## src/rtl/seq_shift_unit.sv

```systemverilog
// Multi-cycle shifter: one single-position step per clock behind a start/busy/done handshake.
// Optional SEQ_SHIFT_ROTATE_EN adds a rot input that turns shift ops into rotates.
module seq_shift_unit #(
  parameter int n  = 4,
  parameter int AW = 2
) (
  input  logic          clk,
  input  logic          rst,
  input  logic          start,
  input  logic [1:0]    c,
  input  logic [n-1:0]  din,
  input  logic [AW-1:0] amt,
`ifdef SEQ_SHIFT_ROTATE_EN
  input  logic          rot,
`endif
  output logic          busy,
  output logic          done,
  output logic [n-1:0]  dout
);

  localparam logic [1:0] OP_SHL  = 2'b00;
  localparam logic [1:0] OP_PASS = 2'b01;
  localparam logic [1:0] OP_SHR  = 2'b10;
  localparam logic [1:0] OP_CLR  = 2'b11;

  typedef enum logic [1:0] {S_IDLE, S_SHIFT, S_DONE} state_t;

  state_t        r_state, w_next;
  logic [n-1:0]  r_reg, r_dout, w_step;
  logic [1:0]    r_op;
  logic [AW-1:0] r_cnt;
  logic          r_rot, w_rot, w_load, w_short, w_last;

  // A new request is taken in IDLE and also in DONE, so ops can run back to back.
  assign w_load  = start && (r_state != S_SHIFT);
  assign w_short = (c == OP_PASS) || (c == OP_CLR) || (amt == '0);
  assign w_last  = (r_cnt == AW'(1));

`ifdef SEQ_SHIFT_ROTATE_EN
  assign w_rot = r_rot;
`else
  assign w_rot = 1'b0;
`endif

  always_comb begin
    w_step = r_reg;
    case (r_op)
      OP_SHL:  w_step = {r_reg[n-2:0], w_rot ? r_reg[n-1] : 1'b0};
      OP_SHR:  w_step = {w_rot ? r_reg[0] : 1'b0, r_reg[n-1:1]};
      OP_CLR:  w_step = '0;
      default: w_step = r_reg;
    endcase
  end

  always_ff @(posedge clk or posedge rst) begin
    if (rst) r_state <= S_IDLE;
    else     r_state <= w_next;
  end

  always_comb begin
    w_next = r_state;
    busy   = 1'b0;
    done   = 1'b0;
    case (r_state)
      S_IDLE: begin
        if (start) w_next = w_short ? S_DONE : S_SHIFT;
      end
      S_SHIFT: begin
        busy = 1'b1;
        if (w_last) w_next = S_DONE;
      end
      S_DONE: begin
        done = 1'b1;
        if (start) w_next = w_short ? S_DONE : S_SHIFT;
        else       w_next = S_IDLE;
      end
      default: w_next = S_IDLE;
    endcase
  end

  always_ff @(posedge clk or posedge rst) begin
    if (rst) begin
      r_reg  <= '0;
      r_dout <= '0;
      r_op   <= OP_SHL;
      r_cnt  <= '0;
      r_rot  <= 1'b0;
    end else if (w_load) begin
      r_op  <= c;
      r_cnt <= amt;
`ifdef SEQ_SHIFT_ROTATE_EN
      r_rot <= rot;
`else
      r_rot <= 1'b0;
`endif
      r_reg <= (c == OP_CLR) ? '0 : din;
      // Short ops finish at the load edge, so the result is published right away.
      if (w_short) r_dout <= (c == OP_CLR) ? '0 : din;
    end else if (r_state == S_SHIFT) begin
      r_reg <= w_step;
      r_cnt <= r_cnt - AW'(1);
      if (w_last) r_dout <= w_step;
    end
  end

  assign dout = r_dout;

endmodule
```

## config.mk

```make
export PLATFORM = sky130hd
export DESIGN_NAME = seq_shift_unit
export DESIGN_NICKNAME = d
export VERILOG_FILES = /design/src/rtl/seq_shift_unit.sv
export SDC_FILE = /design/constraint.sdc
export NUM_CORES = 1
export LEC_CHECK = 0
export CAP_MARGIN = 0
export CORE_MARGIN = 1
export CORE_UTILIZATION = 50
export CTS_BUF_LIST = sky130_fd_sc_hd__clkbuf_4 sky130_fd_sc_hd__clkbuf_8
export DETAILED_ROUTE_END_ITERATION = 12
export GPL_TIMING_DRIVEN = 1
export HOLD_SLACK_MARGIN = 0.1
export MAX_ROUTING_LAYER = met4
export PLACE_DENSITY = 0.79
export SETUP_SLACK_MARGIN = 0.3
export SLEW_MARGIN = 0
export SYNTH_ARGS = -nofsm -noshare
export SYNTH_HDL_FRONTEND = slang
export SYNTH_SLANG_ARGS = --single-unit
export TNS_END_PERCENT = 10
```

## constraint.sdc

```tcl
create_clock -name clk -period 1.9 [get_ports clk]
set_clock_uncertainty 0.2 [all_clocks]
set_input_delay 0.38 -clock clk [delete_from_list [all_inputs] [get_ports clk]]
set_output_delay 0.38 -clock clk [all_outputs]
set_load 0.02 [all_outputs]
```

==> impl_metrics.env <==
export IMPL_sw_frac_of_total_pct=37.5
export IMPL_yosys_area_share_simple_pct=13.4
export IMPL_drive_gt1_share_pct=25.0
export IMPL_std_cell_rows=13
export IMPL_power_density_mw_per_mm2=1390
export IMPL_syn_cell_area_um2=756
export IMPL_drc_errors=0
export IMPL_tightestPinTransition_ns=0.510
export IMPL_hold_violations=0
export IMPL_end_kind="output port"
export IMPL_dp_slack_ns=-0.0758
export IMPL_ys_ff_latch=14
export IMPL_track_usage_pct=25.0
export IMPL_clk_latency_ns=0.28
export IMPL_ir_drop_mv=0.850
export IMPL_period_needed_ns=1.80
export IMPL_die_w_um=40.9
export IMPL_nets=113
export IMPL_antenna_found_initial=0
export IMPL_grt_setup_unrepaired="yes"
export IMPL_slew_headroom_pct=66.0
export IMPL_power_leakage_nw=0.486
export IMPL_crit_arrival_ns=1.22
export IMPL_wirelength_mm=1.60
export IMPL_core_mm2=0.00135
export IMPL_syn_mean_instance_area_um2=10.5
export IMPL_syn_instance_count=72
export IMPL_port_buffers=16
export IMPL_p_int_w=0.000903
export IMPL_wl_per_cell_um=13.9
export IMPL_setup_tns_ns=0
export IMPL_stdcell_count=115
export IMPL_cp_num_buf_inv=1
export IMPL_p_clk_share_pct=14.6
export IMPL_grt_pass1_vias=560
export IMPL_die_area_mm2=0.00167
export IMPL_place_congestion=0.839
export IMPL_synthToLayoutAreaGrowth_pct=37.3
export IMPL_diodes=0
export IMPL_clk_path_buf_depth=2
export IMPL_grt_overflow=0
export IMPL_dr_pass1_iters=4
export IMPL_path_clk_slew_ns=0.08
export IMPL_fillerInstances=94
export IMPL_dp_cells=111
export IMPL_synthMuxAreaShare_pct=11.3
export IMPL_drtAntennaViolNets=0
export IMPL_utilization_pct=76.8
export IMPL_die_y_um=40.9
export IMPL_root_buffer="clkbuf_4"
export IMPL_yosys_cell_types_count=28
export IMPL_io_pins=17
export IMPL_cpLargestDelayFamily="buffers and inverters"
export IMPL_dpl_instance_area_um2=993
export IMPL_via_count=622
export IMPL_cp_required_ns=1.32
export IMPL_layout_commonest_cell="dfrtp_1"
export IMPL_grt_pass1_wl_mm=2.57
export IMPL_setup_violations_final=0
export IMPL_hpwl_mm=1.28
export IMPL_seq_power_share_pct=37.7
export IMPL_final_area_mm2=0.00104
export IMPL_cap_violations=0
export IMPL_synthAdderAreaFrac_pct=1.66
export IMPL_initial_utilization_pct=56.0
export IMPL_period_share_pct=94.6
export IMPL_grt_max_degree=15
export IMPL_slowest_stage="clkdlybuf4s50_1"
export IMPL_critPathMaxFanout=2
export IMPL_viasPerCell=5.41
export IMPL_ctsHtreeMaxLevel=1
export IMPL_synth_top_family_by_area="compound AO/OA/AOI/OAI gates"
export IMPL_min_path_type="in2async"
export IMPL_cp_slowest_stage_delay_ns=0.60
export IMPL_power_frac_comb_pct=47.7
export IMPL_tritoncts="built"
export IMPL_cts_inserted_buffers=3
export IMPL_slew_violations=0
export IMPL_fmax_ghz=0.556
export IMPL_setup_ws_ns=0.103
export IMPL_cts_sinks=14
export IMPL_yosysSeqAreaShare_pct=46.4
export IMPL_synth_xor_area_share_pct=0
export IMPL_status="complete, no violations"
export IMPL_p_sw_w=0.000543
export IMPL_hold_buffers=0
export IMPL_synth_compound_area_share_pct=22.2
export IMPL_path_cells="clkdlybuf4s50_1"
export IMPL_first_iter_violations=13
export IMPL_crit_path_start_kind="flop"
export IMPL_yosys_warnings=0
export IMPL_synth_nets=84
export IMPL_final_cell_mix="14 x dfrtp_1, 12 x clkdlybuf4s50_1, 10 x buf_4, 7 x nor2_1, 7 x nand2_1"
export IMPL_path_class="reg2out"
kinds of logic after synthesis:
kind of cell / after synthesis
AOI/OAI and AO/OA: 21
adders and majority gates: 1
buffers and inverters: 6
DFF: 14
muxes: 8
and+or+nand+nor: 22
per-stage QoR:
step | hold WS (ns) | power, W
floorplan | 0.0692 | 0.000987
finish | 0.218 | 0.00145
global placement | 0.273 | 0.00123
global route | 0.288 | 0.00155
detailed placement | 0.285 | 0.00125
CTS | 0.242 | 0.00145
worst paths after layout:
kind | cells past startpoint | slack, ns | end | from
worst max register to register | 6 | 0.21 | dout[1]$_DFFE_PP0P_ | r_state[0]$_DFFE_PP0P_
worst max-delay path | 1 | 0.10 | dout[1] | dout[1]$_DFFE_PP0P_
worst min register to register | 1 | 0.30 | r_cnt[0]$_DFFE_PP0P_ | r_cnt[0]$_DFFE_PP0P_
worst min-delay path | 2 | 0.22 | r_cnt[1]$_DFFE_PP0P_ | rst
min in group clk | 1 | 0.30 | r_cnt[0]$_DFFE_PP0P_ | r_cnt[0]$_DFFE_PP0P_
max in group asynchronous | 2 | 0.93 | r_reg[1]$_DFFE_PP0P_ | rst
power groups by stage:
| stage | logic [W] | registers (W) | clock network, W |
|---|---|---|---|
| 2_1_floorplan | 0.000429 | 0.000559 | 0 |
| 3_3_place_gp | 0.000687 | 0.000539 | 0 |
| 3_5_place_dp | 0.000697 | 0.000549 | 0 |
| 4_1_cts | 0.000690 | 0.000543 | 0.000216 |
| 5_1_grt | 0.000756 | 0.000564 | 0.000234 |
| 6_report | 0.000690 | 0.000545 | 0.000211 |
final cells by class:
cell class                      count  area [µm²]  area share [%]
Inverter                            4        22.5            2.17
Timing Repair Buffer               26         233            22.4
Tap cell                           15        18.8            1.81
Multi-Input combinational cell     52         377            36.3
Clock buffer                        4        36.3            3.50
Sequential cell                    14         350            33.8
synth_stat cells, drive strengths merged:
cell / count / area (µm²)
o21bai: 1 / 7.51
nor2b: 2 / 12.5
ha: 1 / 12.5
a2bb2oi: 2 / 17.5
inv: 4 / 22.5
nand3b: 1 / 7.51
a21oi: 1 / 5.00
mux2i: 4 / 40.0
o21a: 1 / 7.51
buf: 2 / 16.3
mux2: 4 / 45.0
o2bb2ai: 2 / 17.5
o21ai: 5 / 25.0
nand3: 1 / 5.00
a22o: 2 / 17.5
nand2b: 2 / 12.5
nand2: 8 / 30.0
o22ai: 1 / 6.26
nor2: 7 / 26.3
or2b: 1 / 7.51
dfrtp: 14 / 350
a221oi: 3 / 26.3
a221o: 1 / 10.0
a211oi: 2 / 27.5
per-layer routing:
metal	global-route usage [%]	routed length, µm	vias to the layer above
li1	-	-	319
met1	32.9	781	291
met2	38.7	745	10
met3	4.89	51	2
met4	7.50	19	0
met5	-	0	-
repair_timing:
action | 4_1_cts | 5_1_grt
buffers inserted | 0 | 0
setup endpoints to repair | 16 | 15
resized for setup | 6 | 5
No activity file was read; power rests on OpenSTA's default activity.
